<file path="src/rtl/axi_lite_reg_slave.sv">
// ----------------------------------------------------------------------------
// axi_lite_reg_slave
//
// AXI4-Lite register bank terminating the core's AXI4-Lite master bridge.
// Holds NUM_REGS 32-bit read/write registers. Write address and write data
// are captured independently (either order, or together). The write commits
// one cycle after both are held, honouring byte strobes. Every register's
// contents and a one-cycle per-register write pulse are exported.
//
// Ports
//   clk, rst            sole clock; synchronous active-high reset
//   axi_aw*             write address channel (awprot ignored)
//   axi_w*              write data channel with byte strobes
//   axi_b*              write response channel (OKAY / SLVERR)
//   axi_ar*             read address channel (arprot ignored)
//   axi_r*              read data channel (OKAY / SLVERR)
//   reg_out             flattened register contents, reg i at [i*32 +: 32]
//   reg_wr_pulse        bit i high for the cycle reg i first shows a write
// ----------------------------------------------------------------------------
module axi_lite_reg_slave #(
    parameter int                    ADDR_WIDTH = 32,
    parameter int                    DATA_WIDTH = 32,
    parameter int                    NUM_REGS   = 8,
    parameter logic [ADDR_WIDTH-1:0] BASE_ADDR  = 32'h0000_0000
) (
    input  logic                           clk,
    input  logic                           rst,
    input  logic [ADDR_WIDTH-1:0]          axi_awaddr,
    input  logic [2:0]                     axi_awprot,
    input  logic                           axi_awvalid,
    output logic                           axi_awready,
    input  logic [DATA_WIDTH-1:0]          axi_wdata,
    input  logic [DATA_WIDTH/8-1:0]        axi_wstrb,
    input  logic                           axi_wvalid,
    output logic                           axi_wready,
    output logic [1:0]                     axi_bresp,
    output logic                           axi_bvalid,
    input  logic                           axi_bready,
    input  logic [ADDR_WIDTH-1:0]          axi_araddr,
    input  logic [2:0]                     axi_arprot,
    input  logic                           axi_arvalid,
    output logic                           axi_arready,
    output logic [DATA_WIDTH-1:0]          axi_rdata,
    output logic [1:0]                     axi_rresp,
    output logic                           axi_rvalid,
    input  logic                           axi_rready,
    output logic [NUM_REGS*DATA_WIDTH-1:0] reg_out,
    output logic [NUM_REGS-1:0]            reg_wr_pulse
);

    localparam int         IDX_W  = (NUM_REGS > 1) ? $clog2(NUM_REGS) : 1;
    localparam int         STRB_W = DATA_WIDTH / 8;
    localparam logic [1:0] RESP_OKAY   = 2'b00;
    localparam logic [1:0] RESP_SLVERR = 2'b10;

    // Hit: at or above the base, word aligned, and inside the register window.
    function automatic logic addr_hit(input logic [ADDR_WIDTH-1:0] addr);
        logic [ADDR_WIDTH-1:0] offset;
        offset = addr - BASE_ADDR;
        return (addr >= BASE_ADDR) && (addr[1:0] == 2'b00) &&
               ((offset >> 2) < ADDR_WIDTH'(NUM_REGS));
    endfunction

    function automatic logic [IDX_W-1:0] addr_idx(input logic [ADDR_WIDTH-1:0] addr);
        logic [ADDR_WIDTH-1:0] offset;
        offset = addr - BASE_ADDR;
        return offset[IDX_W+1:2];
    endfunction

    // Write-path state
    logic                  aw_full_reg;
    logic [ADDR_WIDTH-1:0] aw_addr_reg;
    logic                  w_full_reg;
    logic [DATA_WIDTH-1:0] w_data_reg;
    logic [STRB_W-1:0]     w_strb_reg;
    logic                  bvalid_reg;
    logic [1:0]            bresp_reg;
    logic [NUM_REGS-1:0]   wr_pulse_reg;

    // Read-path state
    logic                  rvalid_reg;
    logic [DATA_WIDTH-1:0] rdata_reg;
    logic [1:0]            rresp_reg;

    logic [DATA_WIDTH-1:0] reg_arr [NUM_REGS];

    logic                  aw_hit;
    logic [IDX_W-1:0]      aw_idx;
    logic                  ar_hit;
    logic [IDX_W-1:0]      ar_idx;
    logic                  commit;

    logic                  unused_prot;
    assign unused_prot = ^{axi_awprot, axi_arprot};

    assign aw_hit = addr_hit(aw_addr_reg);
    assign aw_idx = addr_idx(aw_addr_reg);
    assign ar_hit = addr_hit(axi_araddr);
    assign ar_idx = addr_idx(axi_araddr);

    // Captures cannot refill while a response is outstanding, so a commit
    // always sees a single, consistent address/data pair.
    assign commit = aw_full_reg && w_full_reg && !bvalid_reg;

    assign axi_awready  = !rst && !aw_full_reg && !bvalid_reg;
    assign axi_wready   = !rst && !w_full_reg  && !bvalid_reg;
    assign axi_bvalid   = bvalid_reg;
    assign axi_bresp    = bresp_reg;
    assign reg_wr_pulse = wr_pulse_reg;

    assign axi_arready  = !rst && !rvalid_reg;
    assign axi_rvalid   = rvalid_reg;
    assign axi_rdata    = rdata_reg;
    assign axi_rresp    = rresp_reg;

    // ------------------------------------------------------------------
    // Write channel: independent AW/W capture, commit, response hold
    // ------------------------------------------------------------------
    always_ff @(posedge clk) begin
        if (rst) begin
            aw_full_reg  <= 1'b0;
            aw_addr_reg  <= '0;
            w_full_reg   <= 1'b0;
            w_data_reg   <= '0;
            w_strb_reg   <= '0;
            bvalid_reg   <= 1'b0;
            bresp_reg    <= RESP_OKAY;
            wr_pulse_reg <= '0;
        end else begin
            wr_pulse_reg <= '0;
            if (axi_awvalid && axi_awready) begin
                aw_full_reg <= 1'b1;
                aw_addr_reg <= axi_awaddr;
            end
            if (axi_wvalid && axi_wready) begin
                w_full_reg <= 1'b1;
                w_data_reg <= axi_wdata;
                w_strb_reg <= axi_wstrb;
            end
            if (commit) begin
                aw_full_reg <= 1'b0;
                w_full_reg  <= 1'b0;
                bvalid_reg  <= 1'b1;
                bresp_reg   <= aw_hit ? RESP_OKAY : RESP_SLVERR;
                // Pulse fires even with an all-zero strobe: the write happened.
                if (aw_hit) begin
                    wr_pulse_reg[aw_idx] <= 1'b1;
                end
            end else if (bvalid_reg && axi_bready) begin
                bvalid_reg <= 1'b0;
            end
        end
    end

    // ------------------------------------------------------------------
    // Register bank: one storage word per register with byte-lane update
    // ------------------------------------------------------------------
    genvar gi;
    generate
        for (gi = 0; gi < NUM_REGS; gi++) begin : g_reg
            logic [DATA_WIDTH-1:0] value_reg;

            always_ff @(posedge clk) begin
                if (rst) begin
                    value_reg <= '0;
                end else if (commit && aw_hit && (aw_idx == IDX_W'(gi))) begin
                    for (int b = 0; b < STRB_W; b++) begin
                        if (w_strb_reg[b]) begin
                            value_reg[b*8 +: 8] <= w_data_reg[b*8 +: 8];
                        end
                    end
                end
            end

            assign reg_arr[gi]                            = value_reg;
            assign reg_out[gi*DATA_WIDTH +: DATA_WIDTH] = value_reg;
        end
    endgenerate

    // ------------------------------------------------------------------
    // Read channel. Sampling reg_arr on the same edge as a commit naturally
    // returns the pre-write value.
    // ------------------------------------------------------------------
    always_ff @(posedge clk) begin
        if (rst) begin
            rvalid_reg <= 1'b0;
            rdata_reg  <= '0;
            rresp_reg  <= RESP_OKAY;
        end else begin
            if (axi_arvalid && axi_arready) begin
                rvalid_reg <= 1'b1;
                if (ar_hit) begin
                    rdata_reg <= reg_arr[ar_idx];
                    rresp_reg <= RESP_OKAY;
                end else begin
                    rdata_reg <= '0;
                    rresp_reg <= RESP_SLVERR;
                end
            end else if (rvalid_reg && axi_rready) begin
                rvalid_reg <= 1'b0;
            end
        end
    end

endmodule

</file>
<file path="config.mk">
export PLATFORM = sky130hd
export DESIGN_NAME = axi_lite_reg_slave
export DESIGN_NICKNAME = d
export VERILOG_FILES = /design/src/rtl/axi_lite_reg_slave.sv
export SDC_FILE = /design/constraint.sdc
export NUM_CORES = 1
export LEC_CHECK = 0
export ABC_AREA = 0
export CAP_MARGIN = 5
export CELL_PAD_IN_SITES_DETAIL_PLACEMENT = 1
export CELL_PAD_IN_SITES_GLOBAL_PLACEMENT = 1
export CORE_ASPECT_RATIO = 0.6
export CORE_MARGIN = 2
export CORE_UTILIZATION = 38
export DETAILED_ROUTE_END_ITERATION = 8
export MAX_ROUTING_LAYER = met4
export PLACE_DENSITY = 0.81
export SLEW_MARGIN = 20
export SYNTH_ARGS = -nofsm -noshare
export SYNTH_HDL_FRONTEND = slang
export SYNTH_SLANG_ARGS = --single-unit
export TNS_END_PERCENT = 50
</file>
<file path="constraint.sdc">
create_clock -name clk -period 3.6 [get_ports clk]
set_clock_uncertainty 0.2 [all_clocks]
set_input_delay 1.08 -clock clk [delete_from_list [all_inputs] [get_ports clk]]
set_output_delay 1.08 -clock clk [all_outputs]
set_load 0.02 [all_outputs]
</file>
* Yosys cells after proc, flatten, opt, wreduce, memory -nomap -nowiden
Cells that the tools add are included. Widths: inputs -> output; s select.
Word-level totals: input port bits 113, output and inout port bits 305, bits in registers 372
Operators by class: order comparisons 7, reductions and logical operators 70, multiplexer cells 12, bitwise gates (word level) 3, equality and inequality tests 7
Operators by type and width (number):
- $bmux 32 s3 | 1
- $mux 32 | 3
- $ge 32x1->1 const B | 2
- $reduce_and 2->1 | 32
- $lt 30x4->1 const B | 2
- $logic_and 1x1->1 | 26
- $eq 3x3->1 const B | 4
- $eq 3x2->1 const B | 2
- $logic_not 1->1 | 5
- $mux 1 | 5
- $ge 4x4->1 const B | 1
- $logic_not 2->1 | 2
- $lt 3x4->1 const B | 1
- $mux 2 | 2
- $not 3->4 | 1
- $reduce_bool 2->1 | 2
- $demux 1 s3 | 1
- $eq 3x1->1 const B | 1
- $ge 3x1->1 const B | 1
- $logic_not 3->1 | 1
- $reduce_or 3->1 | 1
- $not 1->1 | 2
- $reduce_or 2->1 | 1

* Longest topological paths before layout
Gate-level depths: netlist of run 1.
depth after elaboration 6, gate-level depth with buffers 7, gate-level depth less buffers 4

* Worst setup path before layout of run 1
OpenSTA, ideal clock, no wires.
path kind input-to-output, start input rst, end output axi_arready, buffers on the path 4, arrival 2.192 ns, path slack 0.128 ns, cell stages on the path 5, cell sequence buf_2 clkbuf_1 clkbuf_1 clkbuf_1 nor2_1
Between the ends: cells in the longest elaborated chain, start to end 2
RTL lines:
- from (decl) | line 27 | input logic rst,
- $logic_not 1->1 | line 111 | assign axi_arready = !rst && !rvalid_reg;
- $logic_and 1x1->1 | line 111
- to (decl) | line 42 | output logic axi_arready,
No other way between the ends.

* Worst setup path in the final report of run 1
start input rst, end output axi_wready
Between the ends: cells in the longest elaborated chain, start to end 3
RTL lines:
- $logic_not 1->1 | line 106 | assign axi_wready = !rst && !w_full_reg && !bvalid_reg;
- $logic_and 1x1->1 (2 in a row) | line 106
- to (decl) | line 35 | output logic axi_wready,
No other way between the ends.

==> qor.yml, run 1 <==
synth_top_family_by_area: "multiplexers"
post_cts_buffers: 0
fillerInstances: 4508
critical_path_class: "in2out"
io_buffers: 409
fin_crit_sh_pct: 91.4
boundaryPins: 418
hold_buffers: 0
crit_path_top_delay_cell: "clkdlybuf4s50_1"
path_clk_slew_ns: 0.06
clk_latency_ns: 0.53
synthCells: 1548
dp_hpwl_microns: 40700
fp.dieArea_sq_um: 45000
crit_chain: "clkbuf_8 -> nor3_1 -> clkdlybuf4s50_1"
cts_resized: 0
syn_area_sq_um: 16400
min_path_type: "reg2reg"
via_count: 13000
drt_wl_total_microns: 57800
start_util_pct: 38.9
synth_compound_area_share_pct: 3.20
antenna_left: 0
synth_ff_type: "dfxtp_1"
fin_area_sq_um: 22100
numCtsBuffers: 37
synthDominantCellAreaShare_pct: 45.1
synth-xor-area-share_pct: 0
postSynthAreaPerCell_sq_um: 10.6
max_cap_viol_count: 0
gp_congestion: 0.840
clock-sinks: 370
drt_pass1_iterations: 5
place_inst: 2418
antenna_found_initial: 3
power_density_nw_per_um2: 389
outcome: "completed"
drc: 0
worstMarginPinSlew_ns: 0.852
reg2reg_depth: 6
grt_usage_pct: 26.1
ys_types: 32
final_cell_count_no_fill: 2486
overflow: 0
core_sq_um: 42200
finalSetupTns_ns: 0
maxSlewHeadroom_pct: 43.2
start_kind: "input port"
yosys-top-cells-count: "dfxtp_1, nand2b_1, mux2i_1, nand2_1, a21oi_1"
grt_pass1_wl_microns: 86600
layout-drive-gt1-share_pct: 9.52
cts_root_buf: "clkbuf_16"
die_x_microns: 272
setup_viol: 0
yosysMostFrequentCell: "dfxtp_1"
dpl_cell_area_sq_um: 21000
cp_max_fo: 9
cts_tree: "done"
synth_edf_count: 0
crit_arrival_ns: 2.01
cellLeakagePower_nw: 8.80
crit_required_ns: 2.32
drv_slew: 0
slowest_delay_ns: 0.63
finalPower_mw: 8.61
fin_nets: 2000
period_minus_slack_ns: 3.29
ys_ff_latch: 370
synthArstFlopShare_pct: 0
grt_max_degree: 139
cts_max_level: 2
yosys_warnings: 0
end_kind: "output port"
max_freq_mhz: 304
die-height_microns: 165
first_global_vias: 14000
max-vdd-ir-drop_mv: 0.243
clockBufferDepth: 3
synthAdderAreaFrac_pct: 0
rsz0062_at_grt: "no"
synthTopCellsByArea: "dfxtp_1, mux2i_1, nand2b_1"
hold_violations: 0
syn2layout_area_growth_pct: 34.6
synth-simple-area-share_pct: 21.8
synth_top_area_cell: "dfxtp_1"
seq_area_frac_synth_pct: 45.1
row_count: 58
viasPerCell: 5.23
muxShareOfSynthArea_pct: 26.3
hold_depth: 2
largest_reg_flops: 256
post_drt_wl_per_cell_microns: 23.2
final_util_pct: 52.3
drt-initial-drc-count: 764
-- metrics by stage --
stage | hold WS (ns) | setup WS, ns
global route | 0.279 | 0.246
finish | 0.257 | 0.310
global placement | 0.236 | 0.242
floorplan | 0.236 | 0.128
CTS | 0.258 | 0.299
detailed placement | 0.245 | 0.159
-- per-layer routing --
metal / share of wire (%) / vias up / global-route usage (%)
met3: 4.4 / 68 / 4.14
li1: - / 6015 / -
met5: 0 / - / -
met1: 45 / 6606 / 33.1
met2: 49 / 312 / 43.4
met4: 2.4 / 0 / 7.07
-- kinds of logic (layout without fill, tap and decap cells) --
| kind of cell | Yosys count | after routing |
|---|---|---|
| multiplexers | 352 | 352 |
| AO/OA/AOI/OAI | 105 | 105 |
| AND/OR/NAND/NOR | 588 | 588 |
| flip-flops | 370 | 370 |
| buffers and inverters | 132 | 495 |
| other | 1 | 6 |
-- cell usage in the layout, fill, tap and decap left out, types with 16 or more instances in the layout --
cell,instances
nor2_1,42
nor4_1,16
dfxtp_1,370
nand4_4,28
clkdlybuf4s50_1,405
nand2_1,173
clkbuf_16,37
a21oi_1,72
nand2b_1,299
mux2i_1,288
mux4_2,64
o21ai_0,31
-- cell type report --
| class | instances | area [sq um] | area share (%) |
|---|---|---|---|
| clock buffers | 56 | 1100 | 4.96 |
| multi-input cells | 1047 | 8480 | 38.4 |
| repair buffers | 429 | 4340 | 19.6 |
| well taps | 570 | 713 | 3.23 |
| clock inverters | 8 | 51.3 | 0.232 |
| flip-flops and latches | 370 | 7410 | 33.5 |
| inverters | 2 | 7.51 | 0.0340 |
| diodes | 4 | 10.0 | 0.0453 |
-- worst max-delay path: cells and delay by family --
family	cells	cell delay, ns
buffers and inverters	2	0.78
and+or+nand+nor	1	0.15
-- worst paths after layout --
path                               startpoint                             endpoint  slack, ns
hold reg to reg   w_data_reg[23]$_SDFFE_PP0P_          w_data_reg[23]$_SDFFE_PP0P_       0.26
setup reg to reg  aw_addr_reg[7]$_SDFFE_PP0P_  g_reg[1].value_reg[28]$_SDFFE_PP0P_       0.68
hold / removal    w_data_reg[23]$_SDFFE_PP0P_          w_data_reg[23]$_SDFFE_PP0P_       0.26
setup / recovery                          rst                           axi_wready       0.31
-- power by group --
part | switching, mW | total [mW] | internal, mW | leakage [nW]
combinational | 0.399 | 0.684 | 0.285 | 5.26
clock | 1.65 | 3.76 | 2.11 | 0.559
sequential | 0.0322 | 4.17 | 4.13 | 2.99
Note: power is estimated with default switching activity, not from simulation.
==> inputs of run 2 (changes only) <==
- CELL_PAD_IN_SITES_GLOBAL_PLACEMENT: 1 -> 2
- CORE_UTILIZATION: 38 -> 31
- PLACE_DENSITY: 0.81 -> 0.82
==> qor.yml, run 2 (synthesis gave the netlist of run 1 again) <==
outcome: "completed"
fp.dieArea_sq_um: 54900
end_kind: "output port"
hold_violations: 0
hold_depth: 2
crit_chain: "buf_8 -> nor3_1 -> clkdlybuf4s50_1"
slowest_delay_ns: 0.64
via_count: 13000
whs_ns: 0.247
boundaryPins: 418
crit_required_ns: 2.32
drv_slew: 0
power_density_nw_per_um2: 411
post_cts_buffers: 0
cts_tree: "done"
max_freq_mhz: 308
start_kind: "input port"
setup_viol: 0
cellLeakagePower_nw: 8.91
drc: 0
rsz0062_at_grt: "no"
post_drt_wl_per_cell_microns: 22.5
cts_root_buf: "clkbuf_16"
antenna_left: 0
fin_crit_sh_pct: 90.3
crit_path_top_delay_cell: "clkdlybuf4s50_1"
start_util_pct: 31.3
largest_reg_flops: 256
reg2reg_depth: 6
worstMarginPinSlew_ns: 0.784
cts_max_level: 2
dp_worst_setup_slack_ns: 0.134
path_clk_slew_ns: 0.06
min_from: "axi_rdata[25]$_SDFFE_PP0P_"
die_x_microns: 301
drt_pass1_iterations: 5
antenna_found_initial: 7
dp_hpwl_microns: 41300
hold_buffers: 0
r2r_start: "aw_addr_reg[7]$_SDFFE_PP0P_"
drt_wl_total_microns: 59100
gp_congestion: 0.799
row_count: 65
overflow: 0
grt_pass1_wl_microns: 89200
cts_resized: 0
core_sq_um: 52500
clock-sinks: 370
max-vdd-ir-drop_mv: 0.299
drt-initial-drc-count: 581
first_global_vias: 13800
maxSlewHeadroom_pct: 47.2
max_cap_viol_count: 0
final_util_pct: 42.9
holdPathEnd: "axi_rdata[25]$_SDFFE_PP0P_"
die-height_microns: 182
grt_max_degree: 189
layout-drive-gt1-share_pct: 9.83
fin_nets: 2007
syn2layout_area_growth_pct: 37.0
clk_latency_ns: 0.55
fillerInstances: 5671
r2r-end: "g_reg[2].value_reg[2]$_SDFFE_PP0P_"
min_path_type: "reg2reg"
critical_path_class: "in2out"
finalSetupTns_ns: 0
r2r_slack_ns: 0.58
grt_usage_pct: 21.9
period_minus_slack_ns: 3.25
finalPower_mw: 9.24
numCtsBuffers: 40
layout_commonest_cell: "clkdlybuf4s50_1"
layout_setup_ws_ns: 0.349
clockBufferDepth: 3
crit_arrival_ns: 1.97
io_buffers: 409
cp_max_fo: 5
layout_common_cells: "clkdlybuf4s50_1, dfxtp_1, nand2b_1"
viasPerCell: 4.94
## run 2: layer usage
metal | vias to the layer above | GRT usage (%) | routed length (microns)
met1 | 6595 | 28.1 | 26700
met5 | - | - | 0
met2 | 306 | 35.2 | 28000
li1 | 6012 | - | -
met3 | 97 | 3.82 | 2760
met4 | 0 | 6.59 | 1720
## run 2: report_power, final
group / total (mW) / internal, mW / leakage [nW] / switching, mW
Sequential: 4.17 / 4.14 / 2.99 / 0.0303
Combinational: 0.688 / 0.285 / 5.27 / 0.403
Clock: 4.39 / 2.62 / 0.660 / 1.77
Total: 9.24 / 7.04 / 8.91 / 2.20
## run 2: cell type report
class | count | area, sq um | share of cell area [%]
Antenna cell | 6 | 15.0 | 0.0667
Clock inverter | 13 | 229 | 1.02
Clock buffer | 58 | 1130 | 5.02
Sequential cell | 370 | 7410 | 32.9
Timing Repair Buffer | 433 | 4350 | 19.3
Inverter | 2 | 7.51 | 0.0334
Multi-Input combinational cell | 1047 | 8480 | 37.7
Tap cell | 703 | 880 | 3.91
## run 2: worst max-delay path by stage
stage | from | to | slack, ns
final | rst | axi_wready | 0.35
after global routing | rst | axi_wready | 0.32
after global placement | axi_araddr[24] | axi_rdata[21]$_SDFFE_PP0P_ | 0.23
after CTS | rst | axi_wready | 0.33
after floorplan | rst | axi_arready | 0.13
after detailed placement | axi_araddr[24] | axi_rdata[31]$_SDFFE_PP0P_ | 0.13
## run 2: per-stage QoR
step / area [sq um] / std cells
after floorplan: 16400 / 1549
after global placement: 21100 / 2555
after detailed placement: 21100 / 2555
after CTS: 22500 / 2626
after global routing: 22500 / 2632
final: 22500 / 2632
## run 2: worst max-delay path: cells and delay by family
| kind | cells | cell delay (ns) |
|---|---|---|
| simple gates | 1 | 0.14 |
| buf+inv | 2 | 0.75 |
